==> src/rtl/dmem_arb_pkg.sv <==
`default_nettype none
// ============================================================================
// Module      : dmem_arb_pkg
// Description : Shared types and constants for the data-memory arbiter.
// Revision    : 1.0 - initial release
// ============================================================================
package dmem_arb_pkg;

   localparam int REQ_CORE         = 0;
   localparam int REQ_LOAD         = 1;
   localparam int LOCK_MAX_DEFAULT = 16;

   typedef enum logic [1:0] {
      ST_ARB   = 2'd0,
      ST_LOCK0 = 2'd1,
      ST_LOCK1 = 2'd2
   } arb_state_e;

endpackage
`default_nettype wire

==> src/rtl/dmem_arb_lock_timer.sv <==
`default_nettype none
// ============================================================================
// Module      : dmem_arb_lock_timer
// Description : Saturating lock-hold counter; flags the last permitted locked
//               cycle so the arbiter can force the lock back to arbitration.
// Revision    : 1.0 - initial release
// ============================================================================
module dmem_arb_lock_timer
   import dmem_arb_pkg::*;
#(
   parameter int LOCK_MAX = LOCK_MAX_DEFAULT
) (
   input  logic clk,
   input  logic rst_n,
   input  logic i_run,
   output logic o_timeout
);

   localparam int CNT_W = (LOCK_MAX > 2) ? $clog2(LOCK_MAX) : 1;
   localparam logic [CNT_W-1:0] c_CNT_MAX  = CNT_W'(LOCK_MAX - 1);
   localparam logic [CNT_W-1:0] c_CNT_LAST = CNT_W'(LOCK_MAX - 2);

   logic [CNT_W-1:0] r_cnt;

   always_ff @(posedge clk or negedge rst_n) begin
      if (!rst_n) begin
         r_cnt <= '0;
      end else if (!i_run) begin
         r_cnt <= '0;
      end else if (r_cnt != c_CNT_MAX) begin
         r_cnt <= r_cnt + CNT_W'(1);
      end
   end

   // The ARB cycle that took the lock counts as the first held cycle, so the
   // counter reaching LOCK_MAX-1 on this edge means LOCK_MAX grants have gone out.
   assign o_timeout = i_run && (r_cnt == c_CNT_LAST);

endmodule
`default_nettype wire

==> src/rtl/dmem_arbiter.sv <==
`default_nettype none
// ============================================================================
// Module      : dmem_arbiter
// Description : Two-requester data-memory arbiter with lock and lock timeout.
//               Macro DMEM_ARB_RR_EN selects round-robin instead of fixed
//               priority in the ARB state.
// Revision    : 1.0 - initial release
// ============================================================================
module dmem_arbiter
   import dmem_arb_pkg::*;
#(
   parameter int ADDR_W   = 11,
   parameter int DATA_W   = 32,
   parameter int LOCK_MAX = LOCK_MAX_DEFAULT
) (
   input  logic                clk,
   input  logic                rst_n,
   input  logic [1:0]          req_i,
   input  logic [1:0]          we_i,
   input  logic [2*ADDR_W-1:0] addr_i,
   input  logic [2*DATA_W-1:0] wdata_i,
   input  logic [7:0]          bmask_i,
   input  logic [1:0]          lock_i,
   output logic [1:0]          gnt_o,
   output logic [1:0]          rvalid_o,
   output logic [DATA_W-1:0]   rdata_o,
   output logic                mem_en_o,
   output logic                mem_we_o,
   output logic [ADDR_W-1:0]   mem_addr_o,
   output logic [DATA_W-1:0]   mem_wdata_o,
   output logic [3:0]          mem_bmask_o,
   input  logic [DATA_W-1:0]   mem_rdata_i
);

   arb_state_e r_state;
   arb_state_e w_state_nxt;
   logic       r_prio;
   logic       w_prio_nxt;
   logic [1:0] w_gnt;
   logic [1:0] w_xfer;
   logic [1:0] r_rvalid;
   logic       w_timeout;
   logic       w_sel;

   always_comb begin
      w_gnt = 2'b00;
      case (r_state)
         ST_ARB: begin
            if (req_i == 2'b11) begin
               w_gnt = r_prio ? 2'b10 : 2'b01;
            end else begin
               w_gnt = req_i;
            end
         end
         ST_LOCK0: w_gnt = {1'b0, req_i[REQ_CORE]};
         ST_LOCK1: w_gnt = {req_i[REQ_LOAD], 1'b0};
         default:  w_gnt = 2'b00;
      endcase
   end

   assign w_xfer = req_i & w_gnt;

   dmem_arb_lock_timer #(
      .LOCK_MAX (LOCK_MAX)
   ) u_lock_timer (
      .clk       (clk),
      .rst_n     (rst_n),
      .i_run     (r_state != ST_ARB),
      .o_timeout (w_timeout)
   );

   always_comb begin
      w_state_nxt = r_state;
      w_prio_nxt  = r_prio;
      case (r_state)
         ST_ARB: begin
            if (w_xfer[REQ_CORE] && lock_i[REQ_CORE]) begin
               w_state_nxt = ST_LOCK0;
            end else if (w_xfer[REQ_LOAD] && lock_i[REQ_LOAD]) begin
               w_state_nxt = ST_LOCK1;
            end
            if (|w_xfer) begin
`ifdef DMEM_ARB_RR_EN
               // Point at whoever did not just transfer.
               w_prio_nxt = w_xfer[REQ_CORE];
`else
               // A timeout hand-over lasts for one ARB transfer only.
               w_prio_nxt = 1'b0;
`endif
            end
         end
         ST_LOCK0: begin
            if (!req_i[REQ_CORE] || (w_xfer[REQ_CORE] && !lock_i[REQ_CORE]) || w_timeout) begin
               w_state_nxt = ST_ARB;
            end
            if (w_timeout) begin
               w_prio_nxt = 1'b1;
            end
         end
         ST_LOCK1: begin
            if (!req_i[REQ_LOAD] || (w_xfer[REQ_LOAD] && !lock_i[REQ_LOAD]) || w_timeout) begin
               w_state_nxt = ST_ARB;
            end
            if (w_timeout) begin
               w_prio_nxt = 1'b0;
            end
         end
         default: begin
            w_state_nxt = ST_ARB;
         end
      endcase
   end

   always_ff @(posedge clk or negedge rst_n) begin
      if (!rst_n) begin
         r_state  <= ST_ARB;
         r_prio   <= 1'b0;
         r_rvalid <= 2'b00;
      end else begin
         r_state  <= w_state_nxt;
         r_prio   <= w_prio_nxt;
         r_rvalid <= w_gnt & ~we_i;
      end
   end

   // Grant is combinational, so it is masked while reset is held.
   assign gnt_o    = w_gnt & {2{rst_n}};
   assign mem_en_o = |gnt_o;
   assign w_sel    = gnt_o[REQ_LOAD];

   always_comb begin
      mem_we_o    = 1'b0;
      mem_addr_o  = '0;
      mem_wdata_o = '0;
      mem_bmask_o = 4'b0000;
      if (mem_en_o) begin
         mem_we_o    = we_i[w_sel];
         mem_addr_o  = w_sel ? addr_i[2*ADDR_W-1:ADDR_W]  : addr_i[ADDR_W-1:0];
         mem_wdata_o = w_sel ? wdata_i[2*DATA_W-1:DATA_W] : wdata_i[DATA_W-1:0];
         mem_bmask_o = w_sel ? bmask_i[7:4]               : bmask_i[3:0];
      end
   end

   assign rvalid_o = r_rvalid;
   assign rdata_o  = mem_rdata_i;

endmodule
`default_nettype wire

==> config.mk <==
export PLATFORM = sky130hd
export DESIGN_NAME = dmem_arbiter
export DESIGN_NICKNAME = d
export VERILOG_FILES = /design/src/rtl/dmem_arb_pkg.sv /design/src/rtl/dmem_arb_lock_timer.sv /design/src/rtl/dmem_arbiter.sv
export SDC_FILE = /design/constraint.sdc
export NUM_CORES = 1
export LEC_CHECK = 0
export BUFFER_PORTS_ARGS = -buffer_cell sky130_fd_sc_hd__buf_4
export CAP_MARGIN = 20
export CORE_MARGIN = 5
export CORE_UTILIZATION = 28
export CTS_CLUSTER_DIAMETER = 40
export DETAILED_ROUTE_END_ITERATION = 8
export GPL_TIMING_DRIVEN = 1
export MAX_ROUTING_LAYER = met4
export PLACE_DENSITY = 0.78
export SYNTH_ARGS = -nofsm -noshare
export SYNTH_HDL_FRONTEND = slang
export SYNTH_SLANG_ARGS = --single-unit
==> constraint.sdc <==
create_clock -name clk -period 1.8 [get_ports clk]
set_clock_uncertainty 0.05 [all_clocks]
set_input_delay 0.18 -clock clk [delete_from_list [all_inputs] [get_ports clk]]
set_output_delay 0.18 -clock clk [all_outputs]
set_load 0.005 [all_outputs]
# Yosys cells after proc, flatten, opt, wreduce, memory -nomap -nowiden
# Index checks and enable logic that the tools add are counted.
[classes]
add_sub_neg = 1
n_lt_le_gt_ge = 1
n_eq_ne = 12
n_mux = 23
bitwise = 4
reduce_logical = 20
[ops]
columns = ["operator", "count"]
rows = [
  ["$mux W32", 2],
  ["$mux W11", 2],
  ["$mux W4", 4],
  ["$mux W2", 6],
  ["$ne A2 B2 Y1 const B", 6],
  ["$pmux W2 S3", 2],
  ["$and A2 B2 Y2", 3],
  ["$mux W1", 6],
  ["$logic_and A1 B1 Y1", 5],
  ["$add A4 B1 Y4 const B", 1],
  ["$eq A2 B2 Y1 const B", 2],
  ["$eq A4 B4 Y1 const B", 1],
  ["$logic_not A1 Y1", 4],
  ["$logic_or A1 B1 Y1", 4],
  ["$ne A4 B4 Y1 const B", 1],
  ["$reduce_and A4 Y1", 1],
  ["$reduce_or A2 Y1", 2],
  ["$ne A3 B3 Y1 const B", 1],
  ["$pmux W1 S3", 1],
  ["$reduce_and A3 Y1", 1],
  ["$reduce_bool A3 Y1", 1],
  ["$eq A2 B1 Y1 const B", 1],
  ["$logic_not A2 Y1", 1],
  ["$lt A1 B2 Y1 const B", 1],
  ["2 further kinds", 2],
]
[word_totals]
register_bits = 9
in_bits = 134
out_inout_bits = 85
word_cells = 65

# Longest topological paths before layout
[depth]
ltp_word = 9
ltp_mapped = 6
depth_no_buf = 5

# Hierarchy
# Synthesis repeated with hierarchy kept, for this count alone.
[unflattened]
cells_unflattened = 143
hier_area_um2 = 1365.1
[modules_own_cells]
columns = ["module", "n_inst", "cells_each", "area_per_inst_um2", "seq_area_each_um2"]
rows = [
  ["dmem_arbiter", 1, 121, 1122.3, 125.1],
  ["dmem_arb_lock_timer", 1, 22, 242.7, 100.1],
]

# Least setup slack after synthesis
# OpenSTA, ideal clock, no wires.
[synth_path]
path_type = "flip-flop to output port"
start = "register r_state[1]"
end = "output port mem_addr_o[0]"
t_arrival_ns = 1.462
required_ns = 1.570
setup_slack_ns = 0.108
path_stages_with_launch = 7
path_buffers = 3
cell_sequence = "dfrtp_1 -> buf_6 -> or3b_4 -> buf_6 -> buf_6 -> and3_1 -> a31o_1"
[synth_via]
elab_chain_len = 5
[synth_rtl]
columns = ["item", "line_no", "source"]
rows = [
  ["from (decl)", "dmem_arbiter.sv:35", "arb_state_e r_state;"],
  ["from (signal assigned)", "dmem_arbiter.sv:120", "r_state <= w_state_nxt;"],
  ["$eq A2 B2 Y1, or another cell as far along", "dmem_arbiter.sv:47", "case (r_state)"],
  ["$pmux W2 S3 (*)", "dmem_arbiter.sv:47", ""],
  ["$and A2 B2 Y2 (*)", "dmem_arbiter.sv:127", "assign gnt_o = w_gnt & {2{rst_n}};"],
  ["$mux W11 or $reduce_or A2 Y1 (tied branches)", "dmem_arbiter.sv:138, dmem_arbiter.sv:128", ""],
  ["$mux W11 (*)", "dmem_arbiter.sv:136", "if (mem_en_o) begin"],
  ["to (decl)", "dmem_arbiter.sv:29", "output logic [ADDR_W-1:0] mem_addr_o,"],
]
# Mark *: on every way between the ends. The rest lies on a longest branch, timed or not.

# Worst setup path in the final report
[layout_path]
start = "register r_prio"
end = "output port mem_wdata_o[10]"
[layout_via]
elab_chain_len = 6
[layout_rtl]
columns = ["item", "line_no", "source"]
rows = [
  ["from (decl)", "dmem_arbiter.sv:37", "logic r_prio;"],
  ["from (signal assigned)", "dmem_arbiter.sv:121", "r_prio <= w_prio_nxt;"],
  ["$mux W2 (*)", "dmem_arbiter.sv:50", "w_gnt = r_prio ? 2'b10 : 2'b01;"],
  ["$mux W2 (*)", "dmem_arbiter.sv:49", "if (req_i == 2'b11) begin"],
  ["$pmux W2 S3 (*)", "dmem_arbiter.sv:47", ""],
  ["$and A2 B2 Y2 (*)", "dmem_arbiter.sv:127", ""],
  ["$mux W32 or $reduce_or A2 Y1 (tied branches)", "dmem_arbiter.sv:139, dmem_arbiter.sv:128", ""],
  ["$mux W32 (*)", "dmem_arbiter.sv:136", ""],
  ["to (decl)", "dmem_arbiter.sv:30", "output logic [DATA_W-1:0] mem_wdata_o,"],
]
# Marks and branches as above.

==> reports/results.txt <==
FF-to-FF path depth - 5
Clock transition at path regs - 40 ps
# Max-Cap Violations - 0
F_max - 500 MHz
Drt pass-1 iters - 4
Failing checks - negative setup slack
CTS Buf Count - 3
Final setup margin - -199 ps
Htree depth - 1
Rows - 27
Worst VDD drop - 191 uV
Die width - 85.2 um
Initial DRC count - 121
Maximum net fanout on the critical path - 31
Placed Cells - 388
Grt total ovfl - 0
Post-synth EDFFs - 0
DR vias - 2044
Critical-path cell list - or3b_4, buf_12, and3_1, a31o_2, buf_4
Final hold violation count - 0
CP startpoint kind - register
Crit-path leading delay family - simple AND/OR/NAND/NOR gates
DRC errors left - 0
CTS Buffer Depth - 2
Final WL - 7280 um
Reg area - 225 sq um
Area taken by multi-input logic gates - 1090 sq um
Min-Delay Path Class - primary input to register
RSZ-0062 raised after global routing - yes
Port buffer count - 154
Chip height - 85.2 um
Root buffer cell - clkbuf_8
Min Clock Period, post-route - 2000 ps
Post-synthesis cell type count - 33
Power Total - 1.21 mW
Vias in the first global route - 2106
Boundary pin count - 219
Worst Path Required - 1570 ps
WL/cell - 18.5 um
R2r endpoint - r_state[0]
Ys Warns - 0
# nets final - 458
Pleak - 1.59 nW
Mapped Area - 1580 sq um
#FFs+latches synth - 9
Via density - 5.20
Avg Cell Area, Syn - 7.87 sq um
Antenna viol nets, final - 0
Syn_nets - 337
Overall Global Routing Usage - 18.1%
Clk_lat worst skew - 230 ps
Ant diodes - 0
Max stage delay on crit path - 440 ps
Crit-path slowest cell - or3b_4
Register area share after synthesis - 14.2%
Syn-to-layout area delta - 78.6%
Critical Path Sink - mem_wdata_o[10]
CTS tree - yes
Crit. Startpoint - r_prio
Main synth FF type - dfrtp_1
Asr flop ratio synth - 100%
Worst-Margin Slew - 417 ps
Max-slew violation count - 0
Crit Path Class - register to output pin
Area of the core - 5510 sq um
Final cell count without fillers - 393
Outcome - complete, but fails checks
Dpl hpwl - 5620 um
Rel. slew slack - 72.1%
# setup viols final - 48
DIE AREA - 7250 sq um
Crit. End Element - output pin
Fill cells - 543
Setup WS pre-CTS - 76.4 ps
GPL Wtd Cong - 0.847
Power per cell area - 429 nW/um^2
Flop-to-flop setup slack - 410 ps
Share of cells above drive strength 1 - 69.2%
Syn Inst Count - 201
CP bufs+invs - 2
Final worst-path cycle share - 111%
Initial antenna violation count - 0
CTS sink count - 9
Starting Density - 28.7%
WP depth - 5
Worst r2r src - r_state[1]
Pin count of the biggest net entering global routing - 37
Arrival time at the worst endpoint - 1770 ps
First-pass GRT wire length - 10500 um
==> layout make-up <==
type | count | share of cell area, %
clock buffers | 4 | 1.59
repair buffers | 170 | 48.4
inverters | 3 | 0.399
flip-flops and latches | 9 | 7.97
well taps | 72 | 3.19
multi-input cells | 135 | 38.5
==> worst min path at each step <==
| stage | cells after the start | endpoint | slack (ps) | startpoint |
|---|---|---|---|---|
| 3_3_place_gp | 2 | r_state[0] | 60 | rst_n |
| 3_5_place_dp | 2 | r_state[0] | 60 | rst_n |
| 2_1_floorplan | 0 | r_prio | -170 | rst_n |
| 5_1_grt | 2 | rvalid_o[1] | 50 | we_i[1] |
| 6_report | 2 | rvalid_o[1] | 50 | we_i[1] |
| 4_1_cts | 2 | rvalid_o[1] | 40 | we_i[1] |
==> stage by stage <==
stage                     TNS [ps]  hold slack (ps)  util (%)  cell area (sq um)
after floorplan                  0             -166         -               1580
after global placement           0             56.9      47.8               2630
after detailed placement         0             59.9      47.8               2630
after CTS                    -7370             42.3      49.5               2730
after global routing         -8900             52.0      51.3               2830
final                        -7110             46.3      51.3               2830
==> placed cells by master, fill, tap and decap left out, types with 2 or more instances in the layout <==
cell,n
a211oi_1,2
and3_4,8
ha_1,2
and4b_1,2
a31o_1,10
a21o_1,2
a31o_2,31
nor2b_1,3
clkbuf_8,3
buf_6,10
nand2_1,2
buf_12,4
dfrtp_1,9
a21oi_1,2
a31o_4,7
nand3_1,3
and3_1,41
nor2_1,4
inv_1,3
buf_4,155
a31oi_1,2
==> Yosys cell counts, types with 3 or more instances <==
library cell  number  share of area (%)
a31o_2            38                 21
nor2_1             4               0.95
a31o_1            10                5.5
inv_1              3               0.71
nor2b_1            3                1.2
dfrtp_1            9                 14
buf_6              3                2.1
buf_2              6                1.9
and3_1            49                 19
clkbuf_1          11                2.6
buf_4             34                 16
nand3_1            3               0.95
==> metal layers <==
layer | routed length, um | track usage, %
met1 | 2780 | 20.7
met2 | 3690 | 30.3
met3 | 587 | 4.47
met4 | 223 | 6.76
met5 | 0 | -
==> report_power, final <==
group	total, mW	switching, mW	leakage, nW	internal (mW)
Combinational	0.746	0.283	1.44	0.464
Clock	0.235	0.0811	0.0228	0.154
Sequential	0.229	0.0124	0.122	0.217
Total	1.21	0.376	1.59	0.835
==> repair_timing <==
item                       4_1_cts  5_1_grt
setup buffers                    0        0
setup endpoints to repair       48       49
hold endpoints to repair         9        0
hold buffers                     1        0
resized for setup                7       18
==> cells by family (layout without fill, tap and decap cells) <==
| group | Yosys count | count (layout) | synth area share (%) |
|---|---|---|---|
| xor+xnor | 1 | 1 | 0.554 |
| buf+inv | 57 | 177 | 23.5 |
| simple gates | 71 | 71 | 27.9 |
| flops | 9 | 9 | 14.2 |
| compound gates | 61 | 61 | 32.2 |
| fa+ha+maj | 2 | 2 | 1.58 |
==> sequential cells by signal, summed over array words and instances (netlist names) <==
name,cells
r_state,2
r_prio,1
u_lock_timer.r_cnt,4
rvalid_o,2
(Power assumes the default switching activity.)
